<file path="src/rtl/multicycle_seq.sv">
// multicycle_seq: multi-cycle instruction sequencer for the RV32I core.
// Steps each instruction through FETCH, DECODE, EXEC, MEM and WB. It handshakes
// with the instruction and data memories and drives the datapath enables and
// mux selects.
// Optional feature: define MEM_TIMEOUT_EN to add a memory-ack watchdog that
// halts the sequencer after TIMEOUT_CYCLES cycles without an ack.
module multicycle_seq #(
  parameter int OPCODE_W       = 7,
  parameter int TIMEOUT_CYCLES = 255
) (
  input  logic                clk,
  input  logic                rst,
  input  logic [OPCODE_W-1:0] opcode,
  input  logic                imem_ack,
  input  logic                dmem_ack,
  input  logic                branch_taken,
  output logic                imem_req,
  output logic                dmem_req,
  output logic                dmem_we,
  output logic                ir_load_en,
  output logic                pc_write_en,
  output logic [1:0]          pc_src,
  output logic                reg_write_en,
  output logic [1:0]          wb_sel,
  output logic                illegal,
  output logic                timeout,
  output logic [2:0]          state
);

  typedef enum logic [2:0] {
    ST_IDLE   = 3'd0,
    ST_FETCH  = 3'd1,
    ST_DECODE = 3'd2,
    ST_EXEC   = 3'd3,
    ST_MEM    = 3'd4,
    ST_WB     = 3'd5,
    ST_HALT   = 3'd7
  } state_t;

  typedef enum logic [3:0] {
    CL_NONE, CL_R, CL_IALU, CL_LOAD, CL_STORE,
    CL_BRANCH, CL_AUIPC, CL_LUI, CL_JAL, CL_JALR
  } class_t;

  state_t state_reg;
  class_t class_reg;
  class_t class_next;
  logic   illegal_reg;
  logic   wait_limit;   // a memory wait has run out of budget this cycle

  assign state = state_reg;

  // Classify the IR opcode; anything outside the supported set maps to CL_NONE
  always_comb begin
    case (opcode)
      OPCODE_W'(7'b0110011): class_next = CL_R;
      OPCODE_W'(7'b0010011): class_next = CL_IALU;
      OPCODE_W'(7'b0000011): class_next = CL_LOAD;
      OPCODE_W'(7'b1100111): class_next = CL_JALR;
      OPCODE_W'(7'b0100011): class_next = CL_STORE;
      OPCODE_W'(7'b1100011): class_next = CL_BRANCH;
      OPCODE_W'(7'b0010111): class_next = CL_AUIPC;
      OPCODE_W'(7'b0110111): class_next = CL_LUI;
      OPCODE_W'(7'b1101111): class_next = CL_JAL;
      default:               class_next = CL_NONE;
    endcase
  end

  // Sequencer state, latched instruction class and sticky illegal flag
  always_ff @(posedge clk or negedge rst) begin
    if (!rst) begin
      state_reg   <= ST_IDLE;
      class_reg   <= CL_NONE;
      illegal_reg <= 1'b0;
    end else begin
      case (state_reg)
        ST_IDLE: state_reg <= ST_FETCH;
        ST_FETCH: begin
          if (imem_ack)        state_reg <= ST_DECODE;
          else if (wait_limit) state_reg <= ST_HALT;
        end
        ST_DECODE: begin
          // opcode is only looked at here; the class register carries it onward
          class_reg <= class_next;
          if (class_next == CL_NONE) begin
            illegal_reg <= 1'b1;
            state_reg   <= ST_HALT;
          end else begin
            state_reg   <= ST_EXEC;
          end
        end
        ST_EXEC: begin
          if (class_reg == CL_LOAD || class_reg == CL_STORE) state_reg <= ST_MEM;
          else if (class_reg == CL_BRANCH)                   state_reg <= ST_FETCH;
          else                                               state_reg <= ST_WB;
        end
        ST_MEM: begin
          if (dmem_ack)        state_reg <= (class_reg == CL_STORE) ? ST_FETCH : ST_WB;
          else if (wait_limit) state_reg <= ST_HALT;
        end
        ST_WB:   state_reg <= ST_FETCH;
        ST_HALT: state_reg <= ST_HALT;
        default: state_reg <= ST_IDLE;
      endcase
    end
  end

`ifdef MEM_TIMEOUT_EN
  localparam int CNT_RAW = $clog2(TIMEOUT_CYCLES + 1);
  localparam int CNT_W   = (CNT_RAW < 8) ? 8 : CNT_RAW;

  logic [CNT_W-1:0] wait_cnt_reg;
  logic             timeout_reg;
  logic             waiting;

  assign waiting    = ((state_reg == ST_FETCH) && !imem_ack) ||
                      ((state_reg == ST_MEM)   && !dmem_ack);
  // The count reaching the limit this cycle means TIMEOUT_CYCLES ack-less cycles
  assign wait_limit = waiting && (wait_cnt_reg == CNT_W'(TIMEOUT_CYCLES - 1));
  assign timeout    = timeout_reg;

  // Watchdog: count ack-less request cycles, restart whenever no wait is pending
  always_ff @(posedge clk or negedge rst) begin
    if (!rst) begin
      wait_cnt_reg <= '0;
      timeout_reg  <= 1'b0;
    end else if (wait_limit) begin
      wait_cnt_reg <= '0;
      timeout_reg  <= 1'b1;
    end else if (waiting) begin
      wait_cnt_reg <= wait_cnt_reg + 1'b1;
    end else begin
      wait_cnt_reg <= '0;
    end
  end
`else
  logic unused_timeout_cfg;
  assign unused_timeout_cfg = &{1'b0, 32'(TIMEOUT_CYCLES)};
  assign wait_limit = 1'b0;
  assign timeout    = 1'b0;
`endif

  // Datapath controls decoded from the current state and latched class
  always_comb begin
    imem_req     = 1'b0;
    dmem_req     = 1'b0;
    dmem_we      = 1'b0;
    ir_load_en   = 1'b0;
    pc_write_en  = 1'b0;
    pc_src       = 2'b00;
    reg_write_en = 1'b0;
    wb_sel       = 2'b00;
    case (state_reg)
      ST_FETCH: begin
        imem_req   = 1'b1;
        ir_load_en = imem_ack;
      end
      ST_EXEC: begin
        if (class_reg == CL_BRANCH) begin
          pc_write_en = 1'b1;
          pc_src      = branch_taken ? 2'b01 : 2'b00;
        end
      end
      ST_MEM: begin
        dmem_req = 1'b1;
        dmem_we  = (class_reg == CL_STORE);
        // a completed store retires straight to PC+4
        if (dmem_ack && class_reg == CL_STORE) pc_write_en = 1'b1;
      end
      ST_WB: begin
        reg_write_en = 1'b1;
        pc_write_en  = 1'b1;
        if (class_reg == CL_LOAD)                           wb_sel = 2'b01;
        else if (class_reg == CL_JAL || class_reg == CL_JALR) wb_sel = 2'b10;
        if (class_reg == CL_JAL)       pc_src = 2'b01;
        else if (class_reg == CL_JALR) pc_src = 2'b10;
      end
      default: ;
    endcase
  end

  assign illegal = illegal_reg;

endmodule

</file>
<file path="config.mk">
export PLATFORM = sky130hd
export DESIGN_NAME = multicycle_seq
export DESIGN_NICKNAME = d
export VERILOG_FILES = /design/src/rtl/multicycle_seq.sv
export SDC_FILE = /design/constraint.sdc
export NUM_CORES = 1
export LEC_CHECK = 0
export ABC_AREA = 1
export CORE_AREA = 4 4 48 50
export CTS_BUF_LIST = sky130_fd_sc_hd__clkbuf_8 sky130_fd_sc_hd__clkbuf_16
export DETAILED_ROUTE_END_ITERATION = 6
export DIE_AREA = 0 0 52 54
export PLACE_DENSITY = 0.69
export SLEW_MARGIN = 20
export SYNTH_ARGS = -nofsm -noshare
export SYNTH_HDL_FRONTEND = slang
export SYNTH_SLANG_ARGS = --single-unit
</file>
<file path="constraint.sdc">
create_clock -name clk -period 1.25 [get_ports clk]
set_clock_uncertainty 0.1 [all_clocks]
set_input_delay 0.3125 -clock clk [delete_from_list [all_inputs] [get_ports clk]]
set_output_delay 0.3125 -clock clk [all_outputs]
set_load 0.02 [all_outputs]
</file>
==> results summary, run 1 <==
In this run the power density over the cells is ~2100 mW/mm². The average wire per cell in the routed design is between 10 and 15 µm. The slowest stage of the critical path is the dfrtp_2 cell.

The CTS tree is built. STA classifies the critical path startpoint as a register. The layout-stage area growth over the synthesis result is 132.3%.

The number of antenna violations at the first check in global routing was 0. The final worst setup slack came out at -564.8 ps. The detailed router finished its first iteration with 21 violations. Of the cells placed in the final design, the portion with a size suffix greater than 1 is between 60 and 70%. The number of cells in the design after placement came out at 180. The floorplan step set the die width to around 52 µm. The net count after synthesis is about 110.

Setup violations remaining at the end of the flow were counted as 21. In this run the critical register-to-register path is captured at state[0]. The async set-or-reset flop fraction in the synthesized netlist is 100.0%.

The count of buffering cells on the critical path with inverters included is 2. The via-per-instance ratio came out at ~4.8. In this run the worst setup path terminates at pc_src[0].

The number of filler instances in the final layout came out at approximately 120. The floorplan step defined a die boundary enclosing roughly 0.0028 mm². Ranked by total cell area, the synthesized netlist is headed by dfrtp_1, nand2_1, inv_1. Overall power consumption after layout is estimated at roughly 3.1 mW. The number of cells on the worst reg-to-reg path is 9.

The pre-antenna-repair detailed-routing pass consisted of 4 iterations. The critical path is of the register to primary output type. The final weighted congestion of routability-driven global placement is between 0.7 and 0.8. The total overflow reported by the global router came out at 0. The cts-stage hold buffer count came out at 0. The number of instances in the synthesized netlist is between 100 and 150. The arrival time of the worst setup path came out at between 1000 and 1500 ps. The sequential share of the synthesized area came out at roughly 31%. After clock tree synthesis, the clock-pin slew on the worst setup and hold paths is 40 ps.

The total number of yosys warnings came out at 0. The number of enable-type register cells in the synthesized netlist is 0. The reg2reg setup slack came out at -340 ps. The half-perimeter wire length after detailed placement is about 1600 µm. The total count of max-transition violations in the final report came out at 0. The buffer levels on the longest clock path came out at 2. The tree is rooted in a clkbuf_8. The post-detailed-route DRC marker count is 0. The number of global-route vias before repair is 876. Of the post-synthesis cell area, the dominant cell type holds a little under a third.

The launching element of the worst setup path is state[2]. After the flow finishes, the layout carries non-filler instances totaling 200. The final reports fail on setup timing. The number of failing hold endpoints at the final stage was 0. In this run the core area contains 16 standard-cell rows. Summed over all instances, the cell type with the most area after synthesis is dfrtp_1. Summed over all cells, the static leakage comes to 0.7877 nW. The final layout contains routed wiring with a total length of around 2700 µm. The fmax is about 0.55 GHz. The prevailing post-synth register cell is dfrtp_1. The count of distinct cell types in the synthesized netlist came out at 25.

The maximum level of the CTS H-tree came out at 1. Final hold analysis gives a worst-case slack of approximately 270 ps. The wire length of the first global-routing pass is 3532 µm. The tightest min-delay check is of the primary input to async pin type.

The worst setup path is captured at a primary output. The remaining antenna violation count after routing came out at 0. The initial core utilization came out at around a third. The peak ir drop on the vdd network came out at between 1 and 1.5 mV. The synthesis-stage register bit count came out at 8. The number of nets at the end of the flow is 186. The number of clock buffers added by TritonCTS is 3. The repair_antennas step left the layout with diodes totalling 0.

Entering global routing, the biggest net connects 9 pins. Port buffering added 25 buffers. The clock sink count came out at 8. The startpoint identified for the worst register-to-register timing path is state[2]. After layout, the worst path uses 145.2% of the clock period. After synthesis, the mean cell area works out to between 6 and 7 µm².

The cell area that synthesis handed to floorplanning was 654.4 µm². The largest stage delay on the critical path came out at between 300 and 400 ps. Setup repair after global routing could not meet its margin everywhere. The kind of cell adding the most delay to the critical path is simple AND/OR/NAND/NOR gates.

The vertical extent of the die is between 50 and 60 µm. The highest net fanout along the worst path came out at 3. The register with the most flip-flops in the layout has 4 of them. The signal on the critical path passes through inv_2 -> nor3_4 -> nand4_4 -> o22ai_4 -> buf_6.

The number of vias in the routed layout came out at 951. The logic depth of the worst setup path including buffers came out at 5. Clock latency on the worst-skew pair, taken at its later pin, is 230 ps. Global routing used between 15 and 20% of the available tracks across all layers. The number of maximum-capacitance constraint violations is 0. The flow ran to the end, but the final reports show violations. The floorplan core area is 0.001902 mm². The top-level port count came out at 27.

Counting I/O delays and the setup requirement, the final critical path takes about 1800 ps. Data on the critical path is required at its endpoint by 840 ps. The core occupancy in the finished layout came out at about four fifths.
## layer usage
metal,share of wire (%),global-route usage (%),vias up
met1,39,16.33,446
met2,55,36.19,32
li1,-,-,467
met3,4.3,0.8310,6
met5,0,0,-
met4,1.6,7.860,0
## area by class of cell
cell class	instances	area, µm²	area share (%)
flip-flops and latches	8	203.9	13.42
inverters	20	77.57	5.103
repair buffers	70	628.1	41.32
multi-input cells	71	531.8	34.98
well taps	27	33.78	2.222
clock inverters	1	3.754	0.2469
clock buffers	3	41.29	2.716
## how the worst min path moves through the flow
stage                  from           end  slack, ps  cells after the start
finish                  rst       illegal        270                      1
global route            rst       illegal        310                      1
CTS                     rst       illegal        280                      1
detailed placement  illegal       illegal        360                      2
global placement    illegal       illegal        350                      2
floorplan               rst  class_reg[0]        -80                      0
## Yosys cell counts, types with 2 or more instances
master and instances:
nand2_1 19, inv_1 17, nor2_1 16, nand3_1 10, dfrtp_1 8, o21ai_0 6, inv_2 3, nand2_2 2
nand4_1 2, nor2_2 2, nor3_2 2
## where the power goes
part           switching, mW  internal (mW)
logic                   1.14           1.19
clock network         0.0981          0.212
registers              0.104          0.373
## cells by family (layout without fill, tap and decap cells)
kind of cell           Yosys count  in the layout  synth area share [%]
flip-flops                       8              8                 30.59
other                            1              1                0.5731
AO/OA/AOI/OAI                   11             11                 10.71
AND/OR/NAND/NOR                 59             59                 43.79
buffers and inverters           22             94                 14.34
## timing repair
item,in CTS,in global routing
setup buffers,5,10
resized for setup,109,27
endpoints found under the setup margin,22,21
pin swaps,12,8
cloned,1,0
## per-stage QoR
stage	TNS, ps	instance area [µm²]	setup slack [ps]
2_1_floorplan	-3806	726.9	-463.1
3_3_place_gp	-10000	1210	-769.3
3_5_place_dp	-10490	1210	-792.4
4_1_cts	-5889	1360	-566.0
5_1_grt	-7898	1520	-614.7
6_report	-6981	1520	-564.8
## layout by cell type, fill, tap and decap left out
master           count
a21oi_1              1
nand2_1             13
buf_8                1
nand3b_1             1
o311ai_4             1
clkbuf_8             3
buf_4               36
nand3_2              4
nor2_1               8
or2_1                1
nand3_1              7
nand4_4              1
nor3_4               2
buf_6               21
o22ai_4              1
conb_1               1
nor3_2               1
nand2_4              3
buf_2                1
dfrtp_2              3
dfrtp_1              5
nand4_1              2
nor2_4               5
nand2_2              5
o21ai_1              3
inv_1               13
inv_4                1
inv_2                7
o21ai_2              5
dlygate4sd2_1        7
nor4_4               1
clkdlybuf4s50_1      4
nor2_2               5
## worst register-to-register path: cells and delay by family, from the launching register on
| kind | cells | cell delay [ps] |
|---|---|---|
| and+or+nand+nor | 3 | 360 |
| buffers and inverters | 4 | 470 |
| DFF | 1 | 420 |
| AOI/OAI and AO/OA | 2 | 120 |
(Power assumes the default switching activity.)
==> run 2, diff against run 1 <==
--- a/config.mk
+++ b/config.mk
@@ -6,11 +6,11 @@
 export NUM_CORES = 1
 export LEC_CHECK = 0
 export ABC_AREA = 1
-export CORE_AREA = 4 4 48 50
+export CORE_AREA = 4 4 44 54
 export CTS_BUF_LIST = sky130_fd_sc_hd__clkbuf_8 sky130_fd_sc_hd__clkbuf_16
 export DETAILED_ROUTE_END_ITERATION = 6
-export DIE_AREA = 0 0 52 54
-export PLACE_DENSITY = 0.69
+export DIE_AREA = 0 0 48 58
+export PLACE_DENSITY = 0.7
 export SLEW_MARGIN = 20
 export SYNTH_ARGS = -nofsm -noshare
 export SYNTH_HDL_FRONTEND = slang
==> run 2 against run 1 <==
The flow still finishes with violations (setup timing). Sequential share of layout area is 1.3 points higher. Sequential power grew 1%. First-iteration DRC count is 52% lower. Worst setup slack about the same. Critical path depth is the same. Critical endpoint unchanged. Largest cell class unchanged. Highest routed layer unchanged.
==> results summary, run 2 (same netlist as run 1, synthesis figures left out) <==
The violation count after the first detailed-route iteration is 10 (-52%). Setup repair after global routing could not meet its margin everywhere. TritonCTS built the clock tree. The most critical setup path has its startpoint at state[0].

The average wire per cell in the routed design came out at 12.31 µm (-7.5%). The fraction of power consumed by combinational cells is 71.4% (-3.4 points). The number of setup violations in the final report is 21 (unchanged).

The fmax is 0.5510 GHz (about the same). The number of vias in the routed layout is 885 (-6.9%). The peak ir drop on the vdd network came out at 1.363 mV (-5.1%).

The commonest non-fill, non-tap cell in the layout is buf_4. The areal power density over the cells is 2023 mW/mm² (-1.4%). The layout-stage area growth over the synthesis result is 112.0%. The count of input and output buffers is 25 (unchanged).

STA classifies the critical path startpoint as a register. The worst hold slack after final layout is 257.0 ps (-12.73 ps). The top-level port count came out at 27 (unchanged). The checks that failed: setup timing. The met3 global-route usage is 1.863% (+1.0 points). The global routing's busiest layer is met2. The total overflow reported by the global router is 0 (unchanged). The combined area of the multi-input logic cells is 509.2 µm² (-4.2%). The met1 global-route usage is 20.53% (+4.2 points).

The number of buffers added by the clock tree synthesis step is 3 (unchanged). The total detailed-routing wirelength came out at 2215 µm (-17%). The remaining antenna violation count after routing was 0 (unchanged). The data required time of the worst path came out at 840 ps (about the same).

The clock transition time at the flip-flop clock pins of the worst setup and hold paths came out at 40 ps (about the same). The row count came out at 17 (+1). The number of antenna violations at the first check in global routing is 0 (unchanged). The post-detailed-route DRC marker count is 0 (unchanged). The half-perimeter wire length after detailed placement was 1579 µm (+0.27%). The wire length of the first global-routing pass is 3657 µm (+3.5%). The post-layout minimum cycle time was 1815 ps (-0.05800 ps). The startpoint of the lowest-slack register-to-register path is state[1]. The number of failing hold endpoints at the final stage came out at 0 (unchanged). The die area is 0.002784 mm² (-0.85%).

The initial core utilization came out at 35.77% (+1.4 points). The register share of total power is 17.1% (+1.8 points). The share of layout cells above drive strength 1 came out at 55.90% (-5.9 points).

The die width is 48 µm (-7.7%). The clock sink count is 8 (unchanged). The number of flip-flops in the largest register is 4 (unchanged). The number of filler instances in the final layout was 144 (+21%). The final weighted congestion of routability-driven global placement is 0.8253 (+4.0%). The sequential cell area in the final layout came out at 203.9 µm² (unchanged). The leakage power is 0.7024 nW (-11%).

The pin count of the biggest net entering global routing is 9 (unchanged). The internal power came out at 1.579 mW (-11%). The number of inserted diodes is 0 (unchanged).

The switching power share of the total came out at 43.74% (+0.73 points). In this run the clock root is driven by a clkbuf_8. The flow ran to the end, but the final reports show violations. The buffer levels on the longest clock path came out at 2 (unchanged). In the layout the commonest cells are buf_4, buf_6, nand2_1. The met2 usage is 31.57% (-4.6 points). The number of global-route vias before repair is 847 (-3.3%).

The arrival time of the worst setup path was 1400 ps (about the same). The clock insertion delay at the later pin of the skew report came out at 240 ps (about the same). The vertical extent of the die is 58 µm (+7.4%). The iteration count of the initial detailed-routing pass is 4 (unchanged). The total count of max-transition violations in the final report is 0 (unchanged). The via-per-instance ratio came out at 4.917 (+3.4%).

The highest net fanout along the worst path was 5 (+2). The total net switching power came out at 1.228 mW (-8.5%). The part of the total power dissipated in the clock network is 11.5% (+1.6 points).

The floorplan core area was 0.001829 mm² (-3.8%). The aggregate global-route resource usage is 18.31% (+1.3 points). The final worst-path cycle share is 145.2% (about the same). The number of nets at the end of the flow is 174 (-6.5%). The number of maximum-capacitance constraint violations came to 0 (unchanged). The core occupancy in the finished layout is 75.85% (-4.1 points). In this run the worst hold path is classified as primary input to async pin. The setup path with the least slack is of type register to primary output.

The final worst setup slack came out at -564.8 ps (+0.05800 ps). The type of element capturing the critical path is a primary output. The maximum level of the CTS H-tree is 1 (unchanged).
==> run 2: final timing paths <==
kind	end	slack [ps]	depth (start not counted)
worst max-delay path	pc_src[0]	-560	5
worst min-delay path	illegal	260	1
worst max register to register	state[0]	-280	9
worst min register to register	illegal	370	2
max in group asynchronous	state[1]	510	1
min in group clk	illegal	370	2
==> run 2: area by class of cell <==
| type | count | share of cell area, % |
|---|---|---|
| Clock inverter | 1 | 0.2705 |
| Timing Repair Buffer | 58 | 38.05 |
| Sequential cell | 8 | 14.70 |
| Clock buffer | 3 | 2.976 |
| Inverter | 20 | 5.591 |
| Multi-Input combinational cell | 71 | 36.70 |
| Tap cell | 19 | 1.713 |
==> run 2: routing by layer <==
layer	vias to the layer above	wire length [µm]
li1	442	-
met1	401	802
met2	37	1200
met3	5	150
met4	0	61
met5	-	0
==> run 2: per-stage QoR <==
stage | area, µm² | cells | total power, mW | worst slack [ps] | setup TNS [ps]
6_report | 1388 | 180 | 2.808 | -564.8 | -6795
5_1_grt | 1388 | 180 | 2.962 | -648.3 | -7862
4_1_cts | 1323 | 179 | 2.615 | -594.1 | -7010
3_5_place_dp | 1177 | 169 | 2.037 | -786.7 | -10410
3_3_place_gp | 1177 | 169 | 2.001 | -768.5 | -9951
2_1_floorplan | 726.9 | 101 | 1.300 | -463.1 | -3806
==> run 2: power groups by stage <==
| stage | logic [mW] | clock network (mW) | registers, mW |
|---|---|---|---|
| after global routing | 2.12 | 0.349 | 0.490 |
| final | 2.00 | 0.323 | 0.481 |
| after CTS | 1.83 | 0.317 | 0.468 |
| after global placement | 1.54 | 0 | 0.460 |
| after floorplan | 0.761 | 0 | 0.539 |
| after detailed placement | 1.57 | 0 | 0.468 |
==> run 2: worst max-delay path, stage by stage, from the launching register on <==
cell and delay [ps]:
dfrtp_2 410, inv_2 70, nor3_4 240, nand4_4 160, o22ai_4 150, buf_6 140
==> run 2: what timing repair did <==
item                       CTS  global route
hold endpoints to repair     0             0
hold buffers                 0             0
setup buffers                6             3
gates resized for setup    107            17
gates cloned                 0             0
setup endpoints to repair   22            21
pin swaps                   15             7
==> run 3, diff against run 2 <==
--- a/config.mk
+++ b/config.mk
@@ -6,10 +6,11 @@
 export NUM_CORES = 1
 export LEC_CHECK = 0
 export ABC_AREA = 1
-export CORE_AREA = 4 4 44 54
+export CORE_AREA = 2 2 42 52
 export CTS_BUF_LIST = sky130_fd_sc_hd__clkbuf_8 sky130_fd_sc_hd__clkbuf_16
 export DETAILED_ROUTE_END_ITERATION = 6
-export DIE_AREA = 0 0 48 58
+export DIE_AREA = 0 0 44 54
+export GPL_ROUTABILITY_DRIVEN = 0
 export PLACE_DENSITY = 0.7
 export SLEW_MARGIN = 20
 export SYNTH_ARGS = -nofsm -noshare
==> run 3 against run 2 <==
First-iteration DRC count fell by 20%. Via count rose by 6.1%. Die area fell by 15%. Largest cell class unchanged. Critical path type unchanged. Highest routed layer unchanged. The flow still finishes with violations (setup timing). Worst hold slack got worse by 2.6 ps. Cell count rose by 7.2%. Clock power barely moved. Power rose by 10%. Flip-flop and latch count did not move.
==> results summary, run 3 (same netlist as run 1, synthesis figures left out) <==
The final worst setup slack is -540.8 ps (+24.02 ps). The sequential cell area in the final layout is 203.9 µm² (unchanged). The post-detailed-route DRC marker count is 0 (unchanged). The remaining antenna violation count after routing came out at 0 (unchanged). The number of maximum-capacitance constraint violations is 0 (unchanged).

The data required time of the worst path was 840 ps (about the same). The worst hold slack after final layout came out at 254.4 ps (-2.576 ps). The arrival time of the worst setup path is 1380 ps (-20 ps).

The number of failing hold endpoints at the final stage is 0 (unchanged). The final reports fail on setup timing. The number of global-route vias before repair is 823 (-2.8%). The path class of the tightest hold or removal check is primary input to async pin. The wire length of the first global-routing pass came out at 3436 µm (-6.0%). The half-perimeter wire length after detailed placement is 1495 µm (-5.3%). The tree is rooted in a clkbuf_8. The clock insertion delay at the later pin of the skew report came out at 230 ps (about the same). The top-level port count came out at 27 (unchanged). The aggregate global-route resource usage came to 20.39% (+2.1 points). The fmax is 0.5584 GHz (+1.3%).

The startpoint of the lowest-slack register-to-register path is state[1]. The placed instance area is 0.001194 mm² (+1.4%). The violation count after the first detailed-route iteration is 8 (-2). The iteration count of the initial detailed-routing pass came out at 4 (unchanged).

The pin count of the biggest net entering global routing is 9 (unchanged). The number of vias in the routed layout is 939 (+6.1%). The number of flip-flops in the largest register was 4 (unchanged).

The highest net fanout along the worst path came to 4 (-1). The final design instance area without fill is 0.001474 mm² (+6.2%). The via-per-instance ratio is 4.865 (-1.0%). The initial core utilization came to 33.79% (-2.0 points). The combined area of the multi-input logic cells is 504.2 µm² (-0.98%).

The worst setup path is of the register to primary output kind. The core occupancy in the finished layout is 76.10% (+0.24 points). The buffer levels on the longest clock path came out at 2 (unchanged). The die width came to 44 µm (-8.3%).

The die area came out at 0.002376 mm² (-15%). The met2 usage came out at 40.69% (+9.1 points). The peak ir drop on the vdd network came out at 1.389 mV (+1.9%).

The number of buffers added by the clock tree synthesis step is 3 (unchanged). The met1 global-route usage was 19.47% (-1.1 points). The cts-stage hold buffer count was 0 (unchanged).

The post-layout minimum cycle time is 1791 ps (-24.02 ps). The areal power density over the cells is 2099 mW/mm² (+3.7%). The number of setup violations in the final report is 21 (unchanged). The number of inserted diodes came to 0 (unchanged). The number of antenna violations at the first check in global routing came out at 0 (unchanged). The count of input and output buffers is 25 (unchanged).

The number of nets at the end of the flow was 186 (+6.9%). STA classifies the critical path startpoint as a register. The global routing's busiest layer is met2. The total count of max-transition violations in the final report is 0 (unchanged). The average wire per cell in the routed design came out at 12.26 µm (-0.34%).

The leakage power came out at 0.7804 nW (+11%). Setup repair after global routing could not meet its margin everywhere. The total overflow reported by the global router is 0 (unchanged). The share of layout cells above drive strength 1 was 57.23% (+1.3 points). STA classifies the critical path endpoint as a primary output. In the layout the commonest cells are buf_4, buf_6, nand2_1. The row count came to 18 (+1).

The floorplan core area is 0.001937 mm² (+5.9%). The clock sink count was 8 (unchanged). The vertical extent of the die is 54 µm (-6.9%). The CTS tree is built. The final worst-path cycle share is 143.3% (-1.9 points). The layout-stage area growth over the synthesis result is 125.2%. Leaving out fill and tap cells, the most frequent cell in the layout is buf_4. The number of filler instances in the final layout came out at 132 (-8.3%). The number of cells on the worst reg-to-reg path is 9 (unchanged).

The endpoint identified for the worst register-to-register timing path is state[0]. The maximum level of the CTS H-tree came out at 1 (unchanged). The pre-CTS setup slack came to -784.5 ps (+2.260 ps). The run finished, with violations left. The total detailed-routing wirelength is 2367 µm (+6.9%). The clock transition time at the flip-flop clock pins of the worst setup and hold paths is 40 ps (about the same). The reg2reg setup slack came out at -360 ps (-80 ps). The met3 global-route usage was 2.349% (+0.49 points).
-- run 3: cell types whose count changed in the layout (fill, tap and decap cells not counted), moves of 2 or more --
cell and change:
buf_4 +14, dlygate4sd2_1 -4, o21ai_1 +3, dlymetal6s2s_1 +2, inv_1 +2, inv_2 -2
o21ai_2 -2
-- run 3: area by class of cell --
cell class / instances / share of cell area, %
clock buffer: 3 / 2.801
clock inverter: 1 / 0.2547
inverter: 20 / 5.263
multi-input combinational: 71 / 34.21
sequential: 8 / 13.84
tap: 20 / 1.698
timing repair buffer: 70 / 41.94
-- run 3: how the worst max path moves through the flow --
stage | from | end | slack [ps] | cells after the start
CTS | state[0] | pc_src[0] | -570 | 5
detailed placement | state[0] | pc_write_en | -780 | 5
floorplan | state[2] | pc_src[0] | -460 | 4
global placement | branch_taken | pc_src[0] | -770 | 4
finish | state[0] | pc_write_en | -540 | 6
global route | state[0] | pc_src[0] | -610 | 5
-- run 3: what timing repair did --
action                                  CTS  global route
endpoints found under the setup margin   22            21
resized for setup                        98            24
setup buffers                            13             9
hold endpoints to repair                  0             0
pin swaps                                14            13
-- run 3: per-stage QoR --
step	power [mW]	setup TNS [ps]	cells
finish	3.093	-7146	193
detailed placement	2.065	-10420	172
floorplan	1.300	-3806	101
CTS	2.771	-7315	189
global placement	2.032	-9947	172
global route	3.248	-8178	193
-- run 3: critical path, stage by stage, from the launching register on --
cell and delay (ps):
dfrtp_2 410, inv_2 70, nor3_4 240, buf_4 160
inv_4 40, o311ai_4 70, buf_6 150
-- run 3: power breakdown --
group	internal [mW]	switching, mW
Combinational	1.17	1.12
Clock	0.213	0.108
Sequential	0.373	0.108
Total	1.76	1.34
-- run 3: per-layer routing --
metal	vias up	part of all wire, %
met2	27	58
li1	461	-
met1	444	36
met5	-	0
met3	7	2.8
met4	0	2.9
